--- src/rtl/mma_pkg.sv ---
// Shared constants and types for the matrix-multiply accelerator lanes.
// Used by the operand sequencer and its operand buffer.
package mma_pkg;

    localparam int DATA_W = 8;
    localparam int ACC_W  = 16;

    typedef enum logic [2:0] {
        IDLE,
        CLEAR,
        STREAM,
        DRAIN,
        HOLD
    } seq_state_t;

    localparam logic BANK_A = 1'b0;
    localparam logic BANK_B = 1'b1;

endpackage

--- src/rtl/mac_operand_buffer.sv ---
// Two-bank operand register file (row vector A, column vector B) with one
// write port and two combinational read ports sharing a single index.
module mac_operand_buffer #(
    parameter int VEC_LEN = 4,
    parameter int DATA_W  = mma_pkg::DATA_W
) (
    input  logic                       clk,
    input  logic                       reset,
    input  logic                       wr_en,
    input  logic                       wr_sel,
    input  logic [$clog2(VEC_LEN)-1:0] wr_addr,
    input  logic [DATA_W-1:0]          wr_data,
    input  logic [$clog2(VEC_LEN)-1:0] rd_idx,
    output logic [DATA_W-1:0]          rd_a,
    output logic [DATA_W-1:0]          rd_b
);
    import mma_pkg::*;

    logic [DATA_W-1:0] bank_a [VEC_LEN];
    logic [DATA_W-1:0] bank_b [VEC_LEN];

    // Addresses past VEC_LEN-1 are only reachable for non-power-of-two lengths.
    always_ff @(posedge clk or negedge reset) begin
        if (!reset) begin
            for (int i = 0; i < VEC_LEN; i++) begin
                bank_a[i] <= '0;
                bank_b[i] <= '0;
            end
        end else if (wr_en && (int'(wr_addr) < VEC_LEN)) begin
            if (wr_sel == BANK_A) begin
                bank_a[wr_addr] <= wr_data;
            end else begin
                bank_b[wr_addr] <= wr_data;
            end
        end
    end

    assign rd_a = bank_a[rd_idx];
    assign rd_b = bank_b[rd_idx];

endmodule

--- src/rtl/mac_operand_sequencer.sv ---
// Feeds one dot-product lane: clears the external MAC, streams A/B pairs into
// it one per cycle, then captures the accumulator behind a valid/ready hold.
module mac_operand_sequencer #(
    parameter int VEC_LEN = 4,
    parameter int DATA_W  = mma_pkg::DATA_W,
    parameter int ACC_W   = mma_pkg::ACC_W,
    parameter int MAC_LAT = 1
) (
    input  logic                       clk,
    input  logic                       reset,
    input  logic                       wr_en,
    input  logic                       wr_sel,
    input  logic [$clog2(VEC_LEN)-1:0] wr_addr,
    input  logic [DATA_W-1:0]          wr_data,
    input  logic                       start,
    output logic                       busy,
    output logic                       mac_clear,
    output logic                       mac_enable,
    output logic [DATA_W-1:0]          mac_a,
    output logic [DATA_W-1:0]          mac_b,
    input  logic [ACC_W-1:0]           mac_acc,
    output logic [ACC_W-1:0]           result,
    output logic                       result_valid,
    input  logic                       result_ready
);
    import mma_pkg::*;

    localparam int AW  = $clog2(VEC_LEN);
    localparam int DCW = (MAC_LAT > 1) ? $clog2(MAC_LAT) : 1;
    localparam logic [AW-1:0]  IDX_LAST   = AW'(VEC_LEN - 1);
    localparam logic [DCW-1:0] DRAIN_LAST = DCW'(MAC_LAT - 1);

    seq_state_t        state, state_nxt;
    logic [AW-1:0]     idx, idx_nxt;
    logic [DCW-1:0]    drain_cnt, drain_nxt;
    logic              clear_nxt, enable_nxt, valid_nxt;
    logic [DATA_W-1:0] a_nxt, b_nxt;
    logic [ACC_W-1:0]  result_nxt;

    logic              buf_wr_en;
    logic [AW-1:0]     rd_idx;
    logic [DATA_W-1:0] rd_a, rd_b;

    // Operands may only change while no run is using them.
    assign buf_wr_en = wr_en && (state == IDLE);

    // Read one element ahead so the registered mac_a/mac_b carry no bubble.
    assign rd_idx = (state == STREAM && idx != IDX_LAST) ? idx + 1'b1 : '0;

    mac_operand_buffer #(
        .VEC_LEN (VEC_LEN),
        .DATA_W  (DATA_W)
    ) u_buffer (
        .clk     (clk),
        .reset   (reset),
        .wr_en   (buf_wr_en),
        .wr_sel  (wr_sel),
        .wr_addr (wr_addr),
        .wr_data (wr_data),
        .rd_idx  (rd_idx),
        .rd_a    (rd_a),
        .rd_b    (rd_b)
    );

    always_comb begin
        state_nxt  = state;
        idx_nxt    = idx;
        drain_nxt  = drain_cnt;
        clear_nxt  = 1'b0;
        enable_nxt = 1'b0;
        a_nxt      = '0;
        b_nxt      = '0;
        result_nxt = result;
        valid_nxt  = result_valid;
        case (state)
            IDLE: begin
                if (start) begin
                    state_nxt = CLEAR;
                    clear_nxt = 1'b1;
                end
            end
            CLEAR: begin
                state_nxt  = STREAM;
                idx_nxt    = '0;
                enable_nxt = 1'b1;
                a_nxt      = rd_a;
                b_nxt      = rd_b;
            end
            STREAM: begin
                if (idx == IDX_LAST) begin
                    state_nxt = DRAIN;
                    drain_nxt = '0;
                end else begin
                    idx_nxt    = idx + 1'b1;
                    enable_nxt = 1'b1;
                    a_nxt      = rd_a;
                    b_nxt      = rd_b;
                end
            end
            DRAIN: begin
                // The last enabled edge needs MAC_LAT cycles to reach acc_out.
                if (drain_cnt == DRAIN_LAST) begin
                    state_nxt  = HOLD;
                    result_nxt = mac_acc;
                    valid_nxt  = 1'b1;
                end else begin
                    drain_nxt = drain_cnt + 1'b1;
                end
            end
            HOLD: begin
                if (result_ready) begin
                    state_nxt = IDLE;
                    idx_nxt   = '0;
                    valid_nxt = 1'b0;
                end
            end
            default: state_nxt = IDLE;
        endcase
    end

    always_ff @(posedge clk or negedge reset) begin
        if (!reset) begin
            state        <= IDLE;
            idx          <= '0;
            drain_cnt    <= '0;
            busy         <= 1'b0;
            mac_clear    <= 1'b0;
            mac_enable   <= 1'b0;
            mac_a        <= '0;
            mac_b        <= '0;
            result       <= '0;
            result_valid <= 1'b0;
        end else begin
            state        <= state_nxt;
            idx          <= idx_nxt;
            drain_cnt    <= drain_nxt;
            busy         <= (state_nxt != IDLE);
            mac_clear    <= clear_nxt;
            mac_enable   <= enable_nxt;
            mac_a        <= a_nxt;
            mac_b        <= b_nxt;
            result       <= result_nxt;
            result_valid <= valid_nxt;
        end
    end

endmodule

--- config.mk ---
export PLATFORM = sky130hd
export DESIGN_NAME = mac_operand_sequencer
export DESIGN_NICKNAME = d
export VERILOG_FILES = /design/src/rtl/mma_pkg.sv /design/src/rtl/mac_operand_buffer.sv /design/src/rtl/mac_operand_sequencer.sv
export SDC_FILE = /design/constraint.sdc
export NUM_CORES = 1
export LEC_CHECK = 0
export ABC_AREA = 1
export CORE_UTILIZATION = 54
export DETAILED_ROUTE_END_ITERATION = 8
export PLACE_DENSITY = 0.8
export SETUP_SLACK_MARGIN = 0.4
export SYNTH_ARGS = -nofsm -noshare
export SYNTH_HDL_FRONTEND = slang
export SYNTH_SLANG_ARGS = --single-unit
--- constraint.sdc ---
create_clock -name clk -period 2 [get_ports clk]
set_input_delay 0.4 -clock clk [delete_from_list [all_inputs] [get_ports clk]]
set_output_delay 0.4 -clock clk [all_outputs]
set_load 0.005 [all_outputs]
; Word-level counts from Yosys, hierarchy flattened
; Index checks and enable logic that the tools add are counted.
[totals]
wordCells = 84
output_inout_bits = 36
regBits = 106
[op_classes]
reduce_logical = 14
n_lt_le_gt_ge = 3
n_addsub = 2
muxes = 33
eq_ne = 10
bitwise_logic = 4
[op_table]
columns = op, n
row1 = $bwmux W32, 2
row2 = $mux W8, 7
row3 = $bmux W8 S2, 2
row4 = $pmux W8 S2, 2
row5 = $demux W8 S2, 1
row6 = $pmux W3 S5, 1
row7 = $mux W3, 4
row8 = $ne A2 B2 Y1 const B, 4
row9 = $reduce_and A2 Y1, 4
row10 = $mux W1, 7
row11 = $eq A3 B2 Y1 const B, 2
row12 = $ge A3 B3 Y1 const B, 2
row13 = $mux W2, 3
row14 = $not A2 Y3, 2
row15 = $pmux W1 S2, 3
row16 = $pmux W2 S3, 1
row17 = $reduce_and A3 Y1, 2
row18 = $reduce_bool A3 Y1, 2
row19 = $reduce_bool A2 Y1, 2
row20 = $eq A3 B1 Y1 const B, 1
row21 = $eq A3 B3 Y1 const B, 1
row22 = $logic_and A1 B1 Y1, 3
row23 = $logic_not A3 Y1, 1
row24 = $lt A3 B1 Y1 const B, 1
row25 = other kinds (5), 6

; Depth between registers and ports, before layout
; Gate-level depths: netlist of run 1.
[logic_depth]
word_depth = 9
depth_mapped = 8
depth_no_buf = 7

; Cells and area by module
; From an unflattened synthesis of run 1, not the netlist that was laid out.
[unflattened]
hier_cells = 603
hier_area_um2 = 4893.4
[by_module_without_submodules]
columns = mod, area_per_inst_um2, instances, cells_each, seq_area_each_um2
row1 = mac_operand_buffer, 3291.9, 1, 465, 1601.5
row2 = mac_operand_sequencer, 1601.5, 1, 138, 1026.0

; Worst setup path before layout of run 1
; OpenSTA, ideal clock, no wires.
[synth_path]
path_kind = register to register
start = reg idx[0]
end = reg mac_a[0]
period_less_slack_ns = 1.678
setup_ns = 0.117
stages_incl_launch_ff = 9
n_path_buf = 1
t_arrival_ns = 1.561
setup_slack_ns = 0.322
cell_sequence = dfrtp_1 > ha_1 > nor2_2 > nand3_2 > inv_2 > buf_2 > nor2_1 > nor2_1 > nor2_1
[synth_via]
elab_chain_cells = 9
[synth_lines]
columns = item, line_no
row1 = from (decl), mac_operand_sequencer.sv:34  ; logic [AW-1:0] idx, idx_nxt;
row2 = from (signal assigned), mac_operand_sequencer.sv:135  ; idx <= idx_nxt;
row3 = branches (longest 8 deep; another with $add A2 B1 Y2), --
row4 = $pmux W8 S2 (*), mac_operand_sequencer.sv:75  ; case (state)
row5 = named net a_nxt[0], mac_operand_sequencer.sv:37  ; logic [DATA_W-1:0] a_nxt, b_nxt;
row6 = to (signal assigned), mac_operand_sequencer.sv:140  ; mac_a <= a_nxt;
row7 = to (decl), mac_operand_sequencer.sv:19  ; output logic [DATA_W-1:0] mac_a,
; Mark *: on every way through the listed nets, which the timed path passes. The select of a mux whose other input is x is not followed.
; A chain may end at the register's enable or synchronous reset.

; Final worst setup path of run 1
[layout_path]
start = reg state[1]
end = reg mac_b[3]
[layout_via]
elab_chain_cells = 9
[layout_lines]
columns = item, line_no
row1 = from (decl), mac_operand_sequencer.sv:33  ; seq_state_t state, state_nxt;
row2 = from (signal assigned), mac_operand_sequencer.sv:134  ; state <= state_nxt;
row3 = $eq A3 B2 Y1, "mac_operand_sequencer.sv:48, mac_operand_sequencer.sv:75"
row4 = $logic_and A1 B1 Y1, mac_operand_sequencer.sv:48  ; assign rd_idx = (state == STREAM && idx != IDX_LAST) ? idx + 1'b1 : '0;
row5 = $mux W2, mac_operand_sequencer.sv:48
row6 = $not A2 Y3 (implied by the code), mac_operand_buffer.sv:39  ; assign rd_b = bank_b[rd_idx];
row7 = $bmux W8 S2, mac_operand_buffer.sv:39
row8 = $mux W8 (implied by the code) (2 in series), mac_operand_buffer.sv:39
row9 = $mux W8, mac_operand_sequencer.sv:90  ; if (idx == IDX_LAST) begin
row10 = $pmux W8 S2 (*), mac_operand_sequencer.sv:75
row11 = named net b_nxt[3], mac_operand_sequencer.sv:37
row12 = to (signal assigned), mac_operand_sequencer.sv:141  ; mac_b <= b_nxt;
row13 = to (decl), mac_operand_sequencer.sv:20  ; output logic [DATA_W-1:0] mac_b,
; Mark *: on every way through the listed nets, which the timed path passes. The rest lies on a longest branch. The select of a mux whose other input is x is not followed.

==> results.md, run 1 <==
* TritonRoute pass-1 iters at 5
* Grt peak-use layer: met2
* # setup viols final at 0
* Storage element area at 0.00263 mm2
* Area of the multi-input gates at around 0.0017 mm2
* Critical path type: reg -> reg
* Status: finished clean
* Die ar. at 0.00868 mm2
* Met3 Usage GRT at 0.0423
* Syn Nets at about 530
* Layout Nets at 611
* Area Overhead vs Synth at 28.7%
* CTS tree: done
* Ant diodes at 0
* H-tree lvl count at 3
* Vias/cell at 5.63
* Initial DRC count at between 300 and 400
* CP Data Required Time at 2.29 ns
* Crit. End Element: flip-flop
* Seq/Total Area, Yosys at 0.585
* # DRC at 0
* Slew Limit Fails at 0
* Mean Syn Cell Area at 9.05 um2
* I/O Pins at 68
* Max-cap violations at 0
* Final Instance Area at a little under 0.006 mm2
* Routability Congestion at 0.845
* Clk_skew at between 0.008 and 0.009 ns
* Post-DRT Antenna Nets at 0
* Final WL at between 10000 and 15000 um
* CTS root buffer: clkbuf_8
* Starting Density at 0.569
* Synth cell types at 22
* Cts hold-fix bufs at 0
* Crit start category: flip-flop
* Final core occ at 0.733
* Critical path arrival at 1.93 ns
* WL/cell at 17.4 um
* Hold Path Class: in -> async
* GR Util All Layers at 0.276
* Initial antenna violation count at 0
* Post-Synthesis Cells at 496
* Total CTS buffers at 9
* Yosys reg bits at 105
* FP Rows at 32
* Highest clock rate at 607 MHz
* M1 GR Usage at 0.383
* Reg clk slew, reported paths at approximately 0.10 ns
* Via count at 3849
* Total gr overflow at 0
* Final Hold Vio Count at 0
* Post-route clock period utilization at 0.824
* Fin Setup TNS at 0 ns
* Tmin final at 1.65 ns
* Port Buffers at between 60 and 70
* Yosys warnings at 0
* Clock Tree Buf Depth at 2
* Core box area at 0.00789 mm2
* Layout cells sized above 1 at 0.162
* CP Max Fanout at 8
* Filler cells at ~570
* Vias in the first global route at 3526
* Relative slew slack at 0.619
* Clock insertion delay at the later pin of the skew report at 0.38 ns
* RSZ-0062 raised after global routing: true
* Area of placed instances at about 0.0053 mm2
* Die width at between 90 and 100 um
* Clock sinks at 105
* Chip Height at 93.2 um
* HPWL Detailed at 6880 um
* Actual transition at the worst max-transition pin at 0.571 ns
* Largest net degree at the start of global routing at roughly 110
* VDD IR max at 616 uV
* PwrDens at 1540 mW/mm2
* Met2 global-route usage at 0.433
* First-pass GRT wire length at 17900 um
* Pleak at 2.93 nW
* Post-Syn Area at approximately 0.0045 mm2
==> Yosys cell counts <==
master / number / area, um2
nand2_1: 122 / 458
dfrtp_1: 105 / 2630
nand3_1: 53 / 265
nor2_1: 50 / 188
o21ai_1: 43 / 215
inv_1: 38 / 143
o21ai_0: 23 / 115
buf_2: 16 / 80.1
mux2_2: 16 / 180
nand2_2: 10 / 62.6
clkbuf_1: 3 / 11.3
nand4_1: 3 / 18.8
nor2_2: 3 / 18.8
inv_2: 2 / 7.51
nor3_4: 2 / 32.5
a21oi_1: 1 / 5.00
buf_4: 1 / 7.51
ha_1: 1 / 12.5
nand3_2: 1 / 10.0
nor2_4: 1 / 11.3
nor3_1: 1 / 5.00
o21ai_4: 1 / 16.3
==> what timing repair did <==
action                                  CTS  global route
endpoints found under the setup margin   92            83
pin swaps                                 3             6
gates cloned                              1             2
resized for setup                        43            33
buffers inserted                          7             7
==> path summary, 6_finish.rpt <==
check | start | end | slack (ns) | cells after the start
max in group asynchronous | reset | u_buffer.bank_b[22] | 1.48 | 2
worst max-delay path | state[1] | mac_b[3] | 0.35 | 7
min in group clk | u_buffer.bank_b[8] | u_buffer.bank_b[8] | 0.49 | 2
worst min-delay path | reset | result[8] | 0.04 | 2
worst max register to register | state[1] | mac_b[3] | 0.35 | 7
worst min register to register | u_buffer.bank_b[8] | u_buffer.bank_b[8] | 0.49 | 2
==> worst max-delay path: stages (launching register included) <==
cell and delay, ns:
dfrtp_1 0.43, inv_2 0.08, nor2_4 0.25, nand3_2 0.13
nor2_4 0.16, buf_4 0.20, nand3_1 0.10, a21oi_1 0.20
==> where the power goes <==
group / total, W / internal (W) / switching (W)
clock: 0.00152 / 0.000803 / 0.000715
combinational: 0.00391 / 0.00171 / 0.00219
sequential: 0.00350 / 0.00301 / 0.000491
==> metal layers <==
| layer | share of wire | wire length (um) |
|---|---|---|
| met5 | 0 | 0 |
| met4 | 0.027 | 316 |
| met3 | 0.071 | 846 |
| met2 | 0.50 | 5910 |
| met1 | 0.41 | 4830 |
==> state kept, by name, indices dropped and copies added (netlist names) <==
signal / count
u_buffer.bank_a: 32
u_buffer.bank_b: 32
result: 16
mac_a: 8
mac_b: 8
state: 3
idx: 2
busy: 1
mac_clear: 1
mac_enable: 1
result_valid: 1
==> area by class of cell <==
type                    instances  share of cell area
flip-flops and latches        105               0.455
multi-input cells             332               0.300
repair buffers                 90               0.155
clock buffers                  13              0.0292
inverters                      40              0.0271
well taps                     102              0.0221
clock inverters                 2              0.0104
==> layout by cell type, fill, tap and decap left out, types with 2 or more instances in the layout <==
master	count
bufinv_16	2
inv_2	3
o21ai_0	23
dfrtp_1	102
dlygate4sd2_1	32
dfrtp_2	3
mux2_2	16
nand2_1	116
clkdlybuf4s50_1	30
nand2_4	7
inv_1	35
clkbuf_8	12
buf_12	5
dlymetal6s2s_1	4
nor3_4	3
nor2_2	3
nand4_1	3
nand3_1	52
o21ai_1	43
nand2_2	10
buf_6	2
nor2_4	5
buf_4	16
nor2_1	46
==> cells by family (layout without fill, tap and decap cells) <==
logic type      count (synthesis)  count (layout)  synth area share
fa+ha+maj                       1               1           0.00279
simple gates                  246             247             0.238
buf+inv                        60             145            0.0554
mux                            16              16            0.0401
compound gates                 68              68            0.0783
flops                         105             105             0.585
==> stage by stage <==
stage	total power, W	cells	hold WS (ns)	worst slack (ns)
6_report	0.00893	684	0.0442	0.352
5_1_grt	0.00947	684	0.134	0.282
4_1_cts	0.00840	675	0.113	0.358
3_5_place_dp	0.00684	652	0.473	0.0424
3_3_place_gp	0.00667	652	0.467	0.102
2_1_floorplan	0.00552	496	0.104	0.418
(Power assumes the default switching activity.)
==> run 2, diff against run 1 <==
--- a/config.mk
+++ b/config.mk
@@ -6,9 +6,9 @@
 export NUM_CORES = 1
 export LEC_CHECK = 0
 export ABC_AREA = 1
-export CORE_UTILIZATION = 54
+export CORE_UTILIZATION = 48
 export DETAILED_ROUTE_END_ITERATION = 8
-export PLACE_DENSITY = 0.8
+export PLACE_DENSITY = 0.75
 export SETUP_SLACK_MARGIN = 0.4
 export SYNTH_ARGS = -nofsm -noshare
 export SYNTH_HDL_FRONTEND = slang
==> constraint.sdc (replaced) <==
create_clock -name clk -period 1.4 [get_ports clk]
set_input_delay 0.28 -clock clk [delete_from_list [all_inputs] [get_ports clk]]
set_output_delay 0.28 -clock clk [all_outputs]
set_load 0.005 [all_outputs]
==> results.md, run 2 (same netlist as run 1, synthesis figures left out) <==
* Critical path type: reg -> reg
* Comb power frac at 0.532 (+0.095)
* WL/cell at 23.2 um (+33%)
* Placed cells at 684 (+4.9%)
* Critical path's slowest cell: dfrtp_2
* I/O Pins at 68 (unchanged)
* First-pass GRT wire length at 24100 um (+35%)
* TritonRoute pass-1 iters at 5 (unchanged)
* Total Power at 0.0158 W (+77%)
* Most frequent cells in the layout: 102 x dfrtp_1, 54 x nand2_2, 48 x nand2_1, 40 x o21ai_1, 39 x nor2_1
* Crit path cell chain: nor2_4 -> nand2_4 -> nor3_4 -> buf_12 -> nand2_8 -> nand2_2 -> o21ai_2
* Critical path arrival at 1.95 ns (+0.02 ns)
* HPWL Detailed at 7870 um (+14%)
* Area of placed instances at 0.00557 mm2 (+5.8%)
* Biggest regs: u_buffer.bank_a: 32 flops, u_buffer.bank_b: 32 flops, result: 16 flops
* Switch Pwr at 0.00670 W (+97%)
* Violated checks: setup timing
* H-tree lvl count at 3 (unchanged)
* CP bufs+invs at 1 (-1)
* Initial antenna violation count at 0 (unchanged)
* Final Instance Area at 0.00689 mm2 (+19%)
* CTS root buffer: clkbuf_8
* Tmin final at 1.69 ns (+0.0400 ns)
* Die ar. at 0.00975 mm2 (+12%)
* CTS tree: done
* Clock sinks at 105 (unchanged)
* Vias/cell at 6.14 (+9.1%)
* Pleak at 3.21 nW (+9.6%)
* Initial DRC count at 468 (+36%)
* VDD IR max at 1040 uV (+69%)
* # setup viols final at 101 (+101)
* Crit. End Element: flip-flop
* Clk_skew at 0.0162 ns (+0.00720 ns)
* GR Util All Layers at 0.331 (+0.0546)
* Post-DRT Antenna Nets at 0 (unchanged)
* Actual transition at the worst max-transition pin at 0.540 ns (-0.0309 ns)
* Max-cap violations at 0 (unchanged)
* Total CTS buffers at 9 (unchanged)
* FP Rows at 34 (+6.3%)
* Final Hold Vio Count at 0 (unchanged)
* Reg power frac at 0.339 (-0.054)
* PwrDens at 2290 mW/mm2 (+49%)
* Commonest non-fill, non-tap cell in the layout: dfrtp_1
* Final Non-Filler Cells at 745 (+8.9%)
* Hold Path Class: in -> async
* Total gr overflow at 0 (unchanged)
* Crit start category: flip-flop
* Layout Nets at 665 (+8.8%)
* Slew Limit Fails at 0 (unchanged)
* Via count at 4572 (+19%)
* Reg-to-reg setup timing slack at -0.29 ns (-0.64 ns)
* Status: finished with violations
* Reg clk slew, reported paths at 0.12 ns (+0.02 ns)
* Die width at 98.7 um (+5.9%)
* CP top delay family: simple AND/OR/NAND/NOR gates
* Worst path max stage delay at 0.47 ns (+0.04 ns)
* # DRC at 0 (unchanged)
* Clock insertion delay at the later pin of the skew report at 0.39 ns (about the same)
* Largest net degree at the start of global routing at 38 (-64%)
* Ant diodes at 0 (unchanged)
* Clock Tree Buf Depth at 2 (unchanged)
* Setup crit start: state[0]
* DP Worst Slack at -0.387 ns (-0.429 ns)
* Core box area at 0.00889 mm2 (+13%)
* Chip Height at 98.7 um (+5.9%)
* Routability Congestion at 0.839 (-0.79%)
* Vias in the first global route at 4570 (+30%)
* Highest clock rate at 592 MHz (-2.4%)
* Port Buffers at 67 (unchanged)
* Starting Density at 0.505 (-0.0643)
* Clock power frac at 0.129 (-0.041)
* Final WL at 17300 um (+45%)
* CP Data Required Time at 1.66 ns (-0.63 ns)
* Reg2reg start: state[0]
* Internal Power at 0.00911 W (+65%)
* Worst setup margin at -0.288 ns (-0.640 ns)
* Layout cells sized above 1 at 0.471 (+0.309)
* Switch share at 0.424 (+0.0430)
* RSZ-0062 raised after global routing: true
* CP Max Fanout at 8 (unchanged)
* Post-route clock period utilization at 1.21 (+0.382)
* Relative slew slack at 0.639 (+0.0202)
* Area Overhead vs Synth at 53.4%
-- run 2: layout make-up --
cell class	instances	area, um2
clock buffers	11	141
clock inverters	5	62.6
fillers	505	2000
inverters	40	161
multi-input cells	340	2450
flip-flops and latches	105	2630
well taps	108	135
repair buffers	136	1310
-- run 2: worst paths after layout --
path                                  endpoint  depth (start not counted)
max                        u_buffer.bank_a[12]                          7
min                                 result[12]                          2
max reg2reg                u_buffer.bank_a[12]                          7
min reg2reg                u_buffer.bank_b[28]                          2
max in group asynchronous   u_buffer.bank_b[4]                          3
min in group clk                     result[0]                          2
-- run 2: layer usage --
metal  up-vias  share of wire  track usage
met5         -              0            0
met4         0          0.062        0.186
met3       100           0.10       0.0716
met2       353           0.49        0.553
met1      2229           0.35        0.400
li1       1890              -            -
-- run 2: repair_timing --
item	4_1_cts	5_1_grt
hold buffers	1	0
gates cloned	15	0
gates resized for setup	273	90
setup buffers	18	11
hold endpoints to repair	22	0
setup endpoints to repair	141	141
pin swaps	16	32
-- run 2: per-stage QoR --
step | util | setup TNS [ns] | hold slack, ns
floorplan | - | -0.355 | -0.0156
global placement | 0.627 | -21.68 | 0.211
detailed placement | 0.627 | -24.05 | 0.215
CTS | 0.726 | -6.62 | 0.347
global route | 0.775 | -22.12 | 0.347
finish | 0.775 | -17.50 | 0.325
-- run 2: power by group through the flow --
stage               Clock (W)  Combinational (W)  Sequential (W)
floorplan                   0            0.00330         0.00493
global placement            0            0.00544         0.00495
detailed placement          0            0.00564         0.00501
CTS                   0.00197            0.00705         0.00505
global route          0.00216            0.00887         0.00544
finish                0.00204            0.00841         0.00535
